`config.mk`:
```
export PLATFORM = sky130hd
export DESIGN_NAME = shares_words_serializer
export DESIGN_NICKNAME = d
export VERILOG_FILES = /design/src/rtl/shares_words_serializer.sv
export SDC_FILE = /design/constraint.sdc
export NUM_CORES = 1
export LEC_CHECK = 0
export CORE_AREA = 5 5 219 221
export DETAILED_ROUTE_END_ITERATION = 10
export DIE_AREA = 0 0 224 226
export PLACE_DENSITY = 0.76
export SYNTH_ARGS = -nofsm -noshare
export SYNTH_HDL_FRONTEND = slang
export SYNTH_SLANG_ARGS = --single-unit
```
`constraint.sdc`:
```
create_clock -name clk -period 40.2 [get_ports clk]
set_input_delay 10.05 -clock clk [delete_from_list [all_inputs] [get_ports clk]]
set_output_delay 10.05 -clock clk [all_outputs]
set_load 0.02 [all_outputs]
```
`src/rtl/shares_words_serializer.sv`:
```
// Parallel-to-serial transmitter for masked values: d shares x up to MAX_WORDS_PER_SHARE words, share-major order.
// Optional macro SHARES_SERIALIZER_CLEAR_EN: zero the buffer on reset and after the last word, force out_data=0 in IDLE.
module shares_words_serializer #(
  parameter int W                   = 32,
  parameter int MAX_WORDS_PER_SHARE = 8,
  parameter int d                   = 2,
  parameter int NBITS               = 4
) (
  input  logic                               clk,
  input  logic                               rst,
  input  logic                               in_valid,
  output logic                               in_ready,
  input  logic [d*MAX_WORDS_PER_SHARE*W-1:0] in_data,
  input  logic [NBITS-1:0]                   in_bound,
  output logic                               out_valid,
  input  logic                               out_ready,
  output logic [W-1:0]                       out_data,
  output logic                               out_last,
  output logic [NBITS-1:0]                   out_share_idx,
  output logic [NBITS-1:0]                   out_word_idx
);

  localparam int               BUF_W      = d * MAX_WORDS_PER_SHARE * W;
  localparam logic [NBITS-1:0] BOUND_MAX  = NBITS'(MAX_WORDS_PER_SHARE - 1);
  localparam logic [NBITS-1:0] SHARE_LAST = NBITS'(d - 1);
  localparam logic [NBITS-1:0] ONE        = NBITS'(1);

  typedef enum logic {IDLE, SEND} state_t;

  state_t           state_q, state_d;
  logic [BUF_W-1:0] buf_q, buf_d;
  logic [NBITS-1:0] bound_q, bound_d;
  logic [NBITS-1:0] share_cnt_q, share_cnt_d;
  logic [NBITS-1:0] word_cnt_q, word_cnt_d;
  logic             word_end;
  logic             last_word;
  logic [W-1:0]     word_sel;

  // Saturate the runtime bound to the buffer depth instead of letting it wrap.
  function automatic logic [NBITS-1:0] clamp_bound(input logic [NBITS-1:0] b);
    return (b > BOUND_MAX) ? BOUND_MAX : b;
  endfunction

  assign word_end  = (word_cnt_q == bound_q);
  assign last_word = (state_q == SEND) && (share_cnt_q == SHARE_LAST) && word_end;

  always_comb begin
    state_d     = state_q;
    buf_d       = buf_q;
    bound_d     = bound_q;
    share_cnt_d = share_cnt_q;
    word_cnt_d  = word_cnt_q;
    case (state_q)
      IDLE: begin
        if (in_valid) begin
          state_d     = SEND;
          buf_d       = in_data;
          bound_d     = clamp_bound(in_bound);
          share_cnt_d = '0;
          word_cnt_d  = '0;
        end
      end
      SEND: begin
        if (out_ready) begin
          if (last_word) begin
            state_d     = IDLE;
            share_cnt_d = '0;
            word_cnt_d  = '0;
`ifdef SHARES_SERIALIZER_CLEAR_EN
            buf_d       = '0;
`endif
          end else if (word_end) begin
            word_cnt_d  = '0;
            share_cnt_d = share_cnt_q + ONE;
          end else begin
            word_cnt_d  = word_cnt_q + ONE;
          end
        end
      end
      default: state_d = IDLE;
    endcase
  end

  always_ff @(posedge clk) begin
    if (rst) begin
      state_q     <= IDLE;
      bound_q     <= '0;
      share_cnt_q <= '0;
      word_cnt_q  <= '0;
    end else begin
      state_q     <= state_d;
      bound_q     <= bound_d;
      share_cnt_q <= share_cnt_d;
      word_cnt_q  <= word_cnt_d;
    end
  end

  // Share material is only scrubbed when the clearing option is built in.
`ifdef SHARES_SERIALIZER_CLEAR_EN
  always_ff @(posedge clk) begin
    if (rst) buf_q <= '0;
    else     buf_q <= buf_d;
  end
`else
  always_ff @(posedge clk) begin
    buf_q <= buf_d;
  end
`endif

  always_comb begin
    word_sel = '0;
    for (int i = 0; i < d; i++) begin
      for (int j = 0; j < MAX_WORDS_PER_SHARE; j++) begin
        if (share_cnt_q == NBITS'(i) && word_cnt_q == NBITS'(j))
          word_sel = buf_q[(i*MAX_WORDS_PER_SHARE+j)*W +: W];
      end
    end
  end

  assign in_ready      = (state_q == IDLE);
  assign out_valid     = (state_q == SEND);
  assign out_last      = last_word;
  assign out_share_idx = share_cnt_q;
  assign out_word_idx  = word_cnt_q;
`ifdef SHARES_SERIALIZER_CLEAR_EN
  assign out_data      = (state_q == SEND) ? word_sel : '0;
`else
  assign out_data      = word_sel;
`endif

endmodule

```
### After elaboration in Yosys (flattened, before gate mapping)

Cells that the tools add are included.

| word-level totals | value |
|---|---|
| bits in writable memories | 0 |
| latch bits | 0 |
| logic and storage cells | 74 |
| memories | 0 |
| register bits | 525 |
| bits in read-only memories | 0 |
| input bits | 520 |

| operators by class | value |
|---|---|
| reductions and logical operators | 23 |
| add/sub/neg operators | 2 |
| magnitude comparators | 1 |
| multiplexer cells | 30 |
| $mul | 0 |
| eq/ne operators | 12 |
| shift-type cells | 0 |
| bitwise operators | 1 |
| divide/modulo/power cells | 0 |

Operators with widths:

| kind | number |
|---|---|
| 32-bit 2-to-1 mux | 16 |
| 4-bit 2-to-1 mux | 8 |
| 1-bit logical AND | 18 |
| 4-bit by 3-bit == test with 1-bit output, second input constant | 4 |
| 4-bit one-hot mux with 2 select lines | 2 |
| 4-bit by 1-bit adder with 4-bit output, second input constant | 2 |
| 4-bit by 1-bit == test with 1-bit output, second input constant | 2 |
| 4-bit by 2-bit == test with 1-bit output, second input constant | 2 |
| 4-bit logical NOT | 2 |
| 4-bit == test | 1 |
| 4-bit by 3-bit greater-than comparator with 1-bit output, second input constant | 1 |
| 2-bit inequality test, second input constant | 2 |
| 2-bit AND reduction | 2 |
| 1-bit 2-to-1 mux | 3 |
| 3-bit by 2-bit inequality test with 1-bit output, second input constant | 1 |
| 3-bit AND reduction | 1 |
| 1-bit one-hot mux with 2 select lines | 1 |
| 1-bit NOT | 1 |

### Longest topological paths before layout

Gate-level depths: netlist (run 1).

| depth | value |
|---|---|
| depth after elaboration | 18 |
| depth in mapped cells | 11 |
| mapped depth without buffers | 8 |

### Worst setup path after synthesis (run 1)

OpenSTA, ideal clock, no wires.

| timing path | value |
|---|---|
| kind | input -> register |
| from | in in_valid |
| to | reg share_cnt_q[3], in the netlist out_share_idx[3] |
| path slack | 13.306 ns |
| library setup time | 0.115 ns |
| data arrival time | 26.779 ns |
| stages | 7 |
| path buffers | 1 |
| cell sequence | nor2b_1 -> clkbuf_1 -> a21oi_1 -> a21oi_1 -> nand4_1 -> xor2_1 -> nor2_1 |

| between the ends | value |
|---|---|
| word-level cells in the longest chain between the ends | 2 |

RTL lines:

| element | RTL line | RTL |
|---|---|---|
| start, declared | 11 | `input logic in_valid,` |
| 2-bit inequality test (no source line) | -- |  |
| 3-bit AND reduction (no source line) | -- |  |
| end signal, assigned | 93 | `share_cnt_q <= share_cnt_d;` |
| end, declared | 33 | `logic [NBITS-1:0] share_cnt_q, share_cnt_d;` |

Every way passes these cells.
A chain may end at the register's enable or synchronous reset.

### Worst setup path after layout (run 1)

| timing path | value |
|---|---|
| from | reg word_cnt_q[0], in the netlist out_word_idx[0] |
| to | out out_data[21] |

| between the ends | value |
|---|---|
| word-level cells in the longest chain between the ends | 18 |
| elaborated cells on any way between the ends | 40 |
| those cells by class | eq/ne: 7; mux: 16; reduce/logical: 17 |

RTL lines:

| element | RTL line | RTL |
|---|---|---|
| start, declared | 34 | `logic [NBITS-1:0] word_cnt_q, word_cnt_d;` |
| start signal, assigned | 94 | `word_cnt_q <= word_cnt_d;` |
| 4-bit logical NOT | 114 | `if (share_cnt_q == NBITS'(i) && word_cnt_q == NBITS'(j))` |
| 1-bit logical AND | 114 |  |
| 32-bit 2-to-1 mux (15 in series) | 114 |  |
| 32-bit 2-to-1 mux * | 114 |  |
| end, declared | 17 | `output logic [W-1:0] out_data,` |

Mark *: on every way between the ends. The rest lies on a longest branch, timed or not.

==> results.toml, run 1 <==
[detailed_routing]
ant_nets = 0
first_iter_violations = 2310
vias = 15600
firstDrtPassIters = 6
routedWlPerCell_um = 29.0
viasPerCell = 5.99
wirelength_um = 75700
route.detailed.drc = 0

[clocking]
hold_buffers = 0
clkTransAtPathRegs_ps = 60
post_cts_buffers = 0
clockRootBuffer = "clkbuf_16"
cts_tree = "done"
clkLatencyLatePin_ps = 610
cts_max_path_buffers = 3
post_cts_resized = 0
clkSinkCount = 525
cts_buffers = 54
cts-htree-levels = 2

[synth]
ys.flop_type = "edfxtp_1"
synth_top_area_cell = "edfxtp_1"
synth_enable_flop_cells = 512
async_flop_share_pct = 0
syn_area_per_cell_um2 = 14.9
ys_warn_count = 0
synth.distinct_cells = 70
yosys.area.top_type_share_pct = 73.9
synth_area_mm2 = 0.0208
ys_ff_latch = 525
synth_area_leaders = "edfxtp_1, a21oi_1, o21ai_0, a22oi_1, nand2_1"
synthCells = 1394
synth.net_count = 1921
seq_area_frac_synth_pct = 75.2

[power]
cellLeakagePower_nw = 9.66
clkPwrFrac_pct = 37.0
internal_power_mw = 0.993
p_seq_share_pct = 49.8
max-vdd-ir-drop_mv = 0.0409
power.density_mw_per_mm2 = 45.3
p_sw_share_pct = 23.9
power_frac_comb_pct = 13.2
p_sw_mw = 0.312

[finish]
utilization_pct = 62.6
drive_gt1_share_pct = 6.04
fin_cells = 2609
nets = 2469
fillers = 3382
area.growth.synth_to_final_pct = 38.4

[grt]
track_usage_pct = 28.6
grt_max_degree = 195
grt_overflow = 0
grt_pass1_vias = 15400
antenna_found_initial = 19
grt_pass1_wl_um = 105000

[sta]
fmax_mhz = 63.8
setup_viol = 0
worst_slew_pin_slew_ps = 1250
whs_ps = 497
relSlewSlack_pct = 16.6
period_share_pct = 39.0
grt_setup_unrepaired = "false"
fin_tns_setup_ps = 0
final.min_clock_period_ps = 15690
hold_viol_final = 0
skew_ps = 17.6
slew_violations = 0

[outcome]
status = "finished, final reports clean"

[floorplan]
initial_utilization_pct = 45.3
core_area_mm2 = 0.0460
io_pins = 563
die_area_mm2 = 0.0506
num_rows = 79
fp.dieW_um = 224
die_y_um = 226

[setup_path]
path_max_fanout = 62
timing.rr.start = "out_valid"
cp.arrival_ps = 5640
cp-end-kind = "output port"
critPathKind = "register to output port"
cp-startpoint = "out_word_idx[0]"
critical_path_required_ps = 30150
crit_path_start_kind = "register"
rrSetupSlack_ps = 37430

[placement]
port_buffers = 562
gp_congestion = 0.936
placed_cells = 2493
hpwl_um = 55400

[min_path]
hp-start = "bound_q[3]"
hold_class = "register to register"

[run]
cap_violations = 0
[registers in the layout (all words and copies together) (netlist names)]
name	flops
bound_q	4
buf_q	512
out_share_idx	4
out_valid	1
out_word_idx	4
[path summary, 6_finish.rpt]
kind / depth (start not counted) / end
setup / recovery: 10 / out_data[21]
setup reg to reg: 3 / buf_q[277]
hold / removal: 1 / bound_q[3]
hold reg to reg: 1 / bound_q[3]
[cell usage after synthesis, drive strengths merged (6+ instances only)]
cell / instances
dfxtp: 13
a221o: 25
nand3: 25
nor2: 76
o21a: 6
a21oi: 109
o22a: 11
nor2b: 15
nand3b: 21
o221ai: 15
buf: 25
ha: 7
a221oi: 26
a211oi: 13
o21ai: 83
a22oi: 40
and3: 16
clkbuf: 68
o31ai: 9
edfxtp: 512
nor3: 24
nor3b: 9
o211ai: 26
inv: 15
or3: 10
nand2: 76
a31oi: 14
o22ai: 37
[cells in the final DEF (no fill, tap or decap), types with 5 or more instances in the layout]
| cell type | count |
|---|---|
| o31ai_1 | 9 |
| clkinv_2 | 11 |
| clkbuf_16 | 55 |
| nor3_1 | 20 |
| clkbuf_1 | 17 |
| buf_4 | 22 |
| a221o_1 | 25 |
| nor2b_1 | 13 |
| nand3b_1 | 21 |
| a21oi_1 | 109 |
| o21a_1 | 6 |
| dfxtp_1 | 13 |
| or3_1 | 10 |
| o221ai_1 | 15 |
| a221oi_1 | 26 |
| diode_2 | 15 |
| edfxtp_1 | 512 |
| inv_1 | 14 |
| a211oi_1 | 13 |
| and3_1 | 16 |
| o21ai_0 | 82 |
| o22ai_1 | 37 |
| clkinv_1 | 10 |
| a31oi_1 | 14 |
| clkdlybuf4s50_1 | 562 |
| nand2_1 | 76 |
| nor2_1 | 76 |
| a22oi_1 | 40 |
| xnor2_1 | 5 |
| o22a_1 | 11 |
| a2bb2oi_1 | 5 |
| nand3_1 | 24 |
| nor3b_1 | 8 |
| o211ai_1 | 25 |
[power by group through the flow]
stage | sequential [mW] | combinational [mW] | clock (mW)
6_report | 0.650 | 0.172 | 0.483
5_1_grt | 0.652 | 0.180 | 0.511
4_1_cts | 0.650 | 0.172 | 0.487
3_5_place_dp | 0.661 | 0.171 | 0
3_3_place_gp | 0.661 | 0.169 | 0
2_1_floorplan | 0.677 | 0.0644 | 0
[logic make-up after synthesis]
family                     after synthesis  share of synthesized area [%]
DFF                                    525                           75.2
AOI/OAI and AO/OA                      453                           14.8
and+or+nand+nor                        293                           7.19
buffers and inverters                  108                           2.11
xor gates and xnor gates                 7                          0.295
adders and majority gates                7                          0.421
muxes                                    1                         0.0481
[area by class of cell]
class	count	area [um^2]	area share, %
flip-flops and latches	525	15600	54.3
repair buffers	585	5810	20.2
multi-input cells	761	4810	16.7
clock buffers	72	1440	5.00
well taps	607	759	2.64
clock inverters	29	241	0.839
inverters	15	56.3	0.196
diodes	15	37.5	0.130
[through the flow]
stage / total power, mW / setup slack (ps) / area, um^2
6_report: 1.31 / 24510 / 28800
4_1_cts: 1.31 / 24540 / 28800
2_1_floorplan: 0.742 / 13310 / 20800
5_1_grt: 1.34 / 24200 / 28800
3_5_place_dp: 0.832 / 25230 / 27100
3_3_place_gp: 0.830 / 25300 / 27100
[worst max-delay path, cell delays in order, from the launching register on]
cell and delay, ps:
dfxtp_1 430, inv_1 190, ha_4 550, buf_4 690, and3b_1 280, nand2_1 480, nand3_1 770, a21oi_1 70
o21ai_0 710, a21oi_1 180, clkdlybuf4s50_1 590
[metal layers]
layer / share of wire (%) / track usage (%) / wire [um]
met1: 38 / 38.0 / 28600
met2: 49 / 46.7 / 37000
met4: 3.5 / 10.5 / 2620
met3: 9.9 / 6.27 / 7490
met5: 0.088 / 0 / 67
Power figures use the tool's default switching activity.
==> run 2: changes to the inputs <==
==> constraint.sdc (replaced) <==
create_clock -name clk -period 16.2 [get_ports clk]
set_input_delay 4.05 -clock clk [delete_from_list [all_inputs] [get_ports clk]]
set_output_delay 4.05 -clock clk [all_outputs]
set_load 0.02 [all_outputs]
==> results.toml, run 2 (synthesis results as in run 1) <==
[outcome]
status = "finished, final reports clean"

[power]
cellLeakagePower_nw = 9.66
max-vdd-ir-drop_mv = 0.120
power.density_mw_per_mm2 = 114

[grt]
antenna_found_initial = 17
grt_overflow = 0
grt_pass1_vias = 15400
grt_max_degree = 183
track_usage_pct = 28.6
grt_pass1_wl_um = 105000

[detailed_routing]
met3_length_um = 7680
vias = 15400
ant_nets = 0
routedWlPerCell_um = 28.9
viasPerCell = 5.92
firstDrtPassIters = 7
wirelength_um = 75200
first_iter_violations = 2384
top_layer_used = "met5"
wl_met1_um = 28800
wl_met2_um = 35700
route.detailed.drc = 0

[sta]
hold_viol_final = 0
whs_ps = 497
fmax_mhz = 106
setup_viol = 0
slew_violations = 0
fin_tns_setup_ps = 0
relSlewSlack_pct = 12.8
grt_setup_unrepaired = "false"
worst_slew_pin_slew_ps = 1300
final.min_clock_period_ps = 9480
period_share_pct = 58.5
skew_ps = 16.1

[setup_path]
crit_slowest_cell = "a221oi_1"
critical_path_required_ps = 12150
cp-end-kind = "output port"
crit_path_max_incr_delay_ps = 800
path_max_fanout = 61
crit_path_start_kind = "register"
cp.arrival_ps = 5430
path_cells = "inv_1 > ha_4 > buf_4 > inv_2 > a2bb2oi_1 > a221oi_1 > o31ai_1 > a221oi_1 > o21ai_0 > clkdlybuf4s50_1"
crit_top_cell = "a221oi_1"
critPathKind = "register to output port"

[clocking]
clockRootBuffer = "clkbuf_16"
cts_max_path_buffers = 3
clkLatencyLatePin_ps = 610
post_cts_buffers = 0
hold_buffers = 0
cts_buffers = 53
cts_tree = "done"
post_cts_resized = 0
cts-htree-levels = 2
clkTransAtPathRegs_ps = 60
clkSinkCount = 525

[placement]
hpwl_um = 55200
port_buffers = 562
gp_congestion = 0.923

[min_path]
hold_class = "register to register"

[floorplan]
initial_utilization_pct = 45.3
core_area_mm2 = 0.0460
die_y_um = 226
fp.dieW_um = 224
io_pins = 563
num_rows = 79
die_area_mm2 = 0.0506

[finish]
drive_gt1_share_pct = 6.01
layout.cells.most_common = "clkdlybuf4s50_1"
largest_register_ffs = 512
nets = 2466
final_cell_mix = "clkdlybuf4s50_1, edfxtp_1, a21oi_1, o21ai_0"
top_register = "buf_q"
area.growth.synth_to_final_pct = 38.5

[run]
cap_violations = 0
==> run 2: layer usage <==
layer  track usage [%]  up-vias
met1              38.4     7504
met4              12.0       12
met3              6.80      153
met2              45.1     1016
met5                 0        -
li1                  -     6692
==> run 2: path summary, 6_finish.rpt <==
| check | start | to | slack (ps) | depth (start not counted) |
|---|---|---|---|---|
| min | bound_q[3] | bound_q[3] | 500 | 1 |
| max | out_word_idx[0] | out_data[10] | 6720 | 10 |
| min reg2reg | bound_q[3] | bound_q[3] | 500 | 1 |
| max reg2reg | out_valid | buf_q[344] | 12690 | 3 |
==> run 2: layout make-up <==
type / count / area [um^2]
Fill cell: 3392 / 17200
Sequential cell: 525 / 15600
Timing Repair Buffer: 583 / 5800
Multi-Input combinational cell: 761 / 4800
Clock buffer: 65 / 1390
Tap cell: 607 / 759
Clock inverter: 31 / 337
Inverter: 15 / 56.3
Antenna cell: 11 / 27.5
==> run 2: per-stage QoR <==
stage | cells | utilization [%] | power, mW | setup WS, ps | cell area (um^2)
after CTS | 2587 | 62.6 | 3.29 | 6660 | 28800
after global placement | 2491 | 58.8 | 2.06 | 7450 | 27000
after floorplan | 1394 | - | 1.81 | 3770 | 20800
final | 2598 | 62.7 | 3.27 | 6720 | 28800
after detailed placement | 2491 | 58.8 | 2.07 | 7320 | 27000
after global routing | 2597 | 62.7 | 3.37 | 6530 | 28800
==> run 2: where the power goes <==
part,internal [mW],total (mW),switching [mW],leakage [nW]
Clock,0.708,1.23,0.523,0.832
Combinational,0.205,0.429,0.224,3.84
Sequential,1.59,1.61,0.0272,4.98
Total,2.50,3.27,0.774,9.66
==> run 2: worst max-delay path, delay by kind of cell (launching register included) <==
family / cells / cell delay (ps)
AOI/OAI and AO/OA: 5 / 1790
adders and majority gates: 1 / 640
DFF: 1 / 420
buffers and inverters: 4 / 1880
==> run 3: changes to the inputs <==
--- a/config.mk
+++ b/config.mk
@@ -5,10 +5,10 @@
 export SDC_FILE = /design/constraint.sdc
 export NUM_CORES = 1
 export LEC_CHECK = 0
-export CORE_AREA = 5 5 219 221
+export CORE_MARGIN = 5
+export CORE_UTILIZATION = 44
 export DETAILED_ROUTE_END_ITERATION = 10
-export DIE_AREA = 0 0 224 226
-export PLACE_DENSITY = 0.76
+export PLACE_DENSITY = 0.77
 export SYNTH_ARGS = -nofsm -noshare
 export SYNTH_HDL_FRONTEND = slang
 export SYNTH_SLANG_ARGS = --single-unit
==> constraint.sdc (replaced) <==
create_clock -name clk -period 7.9 [get_ports clk]
set_input_delay 1.975 -clock clk [delete_from_list [all_inputs] [get_ports clk]]
set_output_delay 1.975 -clock clk [all_outputs]
set_load 0.02 [all_outputs]
==> results.toml, run 3 (synthesis results as in run 1) <==
[finish]
final_cell_mix = "clkdlybuf4s50_1, edfxtp_1, a21oi_1, o21ai_0"
area.growth.synth_to_final_pct = 39.1
nets = 2474
fin_cells = 2606
largest_register_ffs = 512
layout.cells.most_common = "clkdlybuf4s50_1"
drive_gt1_share_pct = 6.45
top_register = "buf_q"
fillers = 3506

[placement]
gp_congestion = 0.897
hpwl_um = 56800
placed_cells = 2497
port_buffers = 562

[grt]
track_usage_pct = 28.6
grt_max_degree = 174
grt_overflow = 0
grt_pass1_wl_um = 107000
grt_pass1_vias = 15800
antenna_found_initial = 14

[clocking]
hold_buffers = 0
cts_tree = "done"
clkLatencyLatePin_ps = 610
cts-htree-levels = 2
post_cts_buffers = 0
clkSinkCount = 525
clockRootBuffer = "clkbuf_16"
cts_max_path_buffers = 3
cts_buffers = 55
clkTransAtPathRegs_ps = 60
post_cts_resized = 0

[detailed_routing]
first_iter_violations = 1991
vias = 15500
ant_nets = 0
firstDrtPassIters = 6
route.detailed.drc = 0
wirelength_um = 77100
routedWlPerCell_um = 29.6
viasPerCell = 5.95

[min_path]
holdPathStages = 1
hp-start = "bound_q[3]"
hold_class = "register to register"
whs_endpoint = "bound_q[3]"

[sta]
hold_viol_final = 0
relSlewSlack_pct = 19.7
fin_tns_setup_ps = 0
period_share_pct = 91.0
fmax_mhz = 139
setup_viol = 0
final.min_clock_period_ps = 7190
skew_ps = 15.2
worst_slew_pin_slew_ps = 1190
slew_violations = 0
grt_setup_unrepaired = "false"

[setup_path]
critPathKind = "register to output port"
path_max_fanout = 30
cp-end-kind = "output port"
reg2reg_depth = 3
rrSetupSlack_ps = 5230
critical_path_required_ps = 5930
timing.rr.start = "out_valid"
r2r_end = "buf_q[207]"
cp.arrival_ps = 5210
crit_path_start_kind = "register"

[floorplan]
fp.dieW_um = 227
die_area_mm2 = 0.0517
core_area_mm2 = 0.0467
die_y_um = 227
num_rows = 79
initial_utilization_pct = 44.6
io_pins = 563

[outcome]
status = "finished, final reports clean"

[power]
p_seq_share_pct = 48.7
power_frac_comb_pct = 13.1
cellLeakagePower_nw = 9.73
internal_power_mw = 5.18
clkPwrFrac_pct = 38.2
max-vdd-ir-drop_mv = 0.186
power.density_mw_per_mm2 = 235
p_sw_share_pct = 23.8
p_sw_mw = 1.62

[run]
cap_violations = 0
## run 3: cell count changes in the layout (fill, tap and decap cells not counted), moves of 2 or more
cell / previous run / this run
buf_12: 1 / 3
buf_4: 20 / 24
clkbuf_1: 11 / 7
clkinv_1: 10 / 12
clkinv_4: 2 / 0
clkinvlp_4: 4 / 1
diode_2: 11 / 13
inv_6: 0 / 4
## run 3: cell type report
type                            instances  area, um^2  area share (%)
Sequential cell                       525       15600            54.0
Timing Repair Buffer                  589        5870            20.3
Multi-Input combinational cell        761        4810            16.6
Clock buffer                           62        1400            4.85
Tap cell                              607         759            2.62
Clock inverter                         34         378            1.31
Inverter                               15        56.3           0.195
Antenna cell                           13        32.5           0.112
## run 3: stage by stage
step	power, mW	setup WS [ps]	utilization [%]	area, um^2	hold WS, ps
floorplan	3.69	753	-	20800	471
global placement	4.23	1470	58.1	27100	476
detailed placement	4.24	1480	58.1	27100	488
CTS	6.83	775	62.0	28900	496
global route	7.00	620	62.0	28900	514
finish	6.80	710	62.0	28900	499
## run 3: power by group through the flow
stage	Clock, mW	Sequential [mW]	Combinational, mW
2_1_floorplan	0	3.37	0.326
3_3_place_gp	0	3.36	0.865
3_5_place_dp	0	3.37	0.877
4_1_cts	2.64	3.31	0.883
5_1_grt	2.75	3.32	0.927
6_report	2.60	3.31	0.888
## run 3: how the worst max path moves through the flow
| stage | from | to | slack [ps] | depth (start not counted) |
|---|---|---|---|---|
| finish | out_word_idx[0] | out_data[26] | 710 | 8 |
| global route | out_word_idx[0] | out_data[9] | 620 | 7 |
| CTS | out_word_idx[0] | out_data[26] | 780 | 8 |
| detailed placement | out_word_idx[0] | out_data[26] | 1480 | 8 |
| global placement | out_word_idx[0] | out_data[26] | 1470 | 8 |
| floorplan | in_valid | out_share_idx[3] | 750 | 7 |
## run 3: critical path: stages, from the launching register on
cell,delay (ps)
dfxtp_1,430
inv_1,180
ha_2,690
inv_1,260
nor3_4,860
a222oi_1,330
or2_2,400
a21boi_0,700
clkdlybuf4s50_1,750
## run 3: metal layers
| metal | global-route usage (%) | up-vias | wire length (um) |
|---|---|---|---|
| li1 | - | 6718 | - |
| met1 | 37.7 | 7620 | 29300 |
| met2 | 47.1 | 1019 | 37500 |
| met3 | 6.51 | 154 | 7760 |
| met4 | 9.99 | 2 | 2460 |
| met5 | 0 | - | 20 |
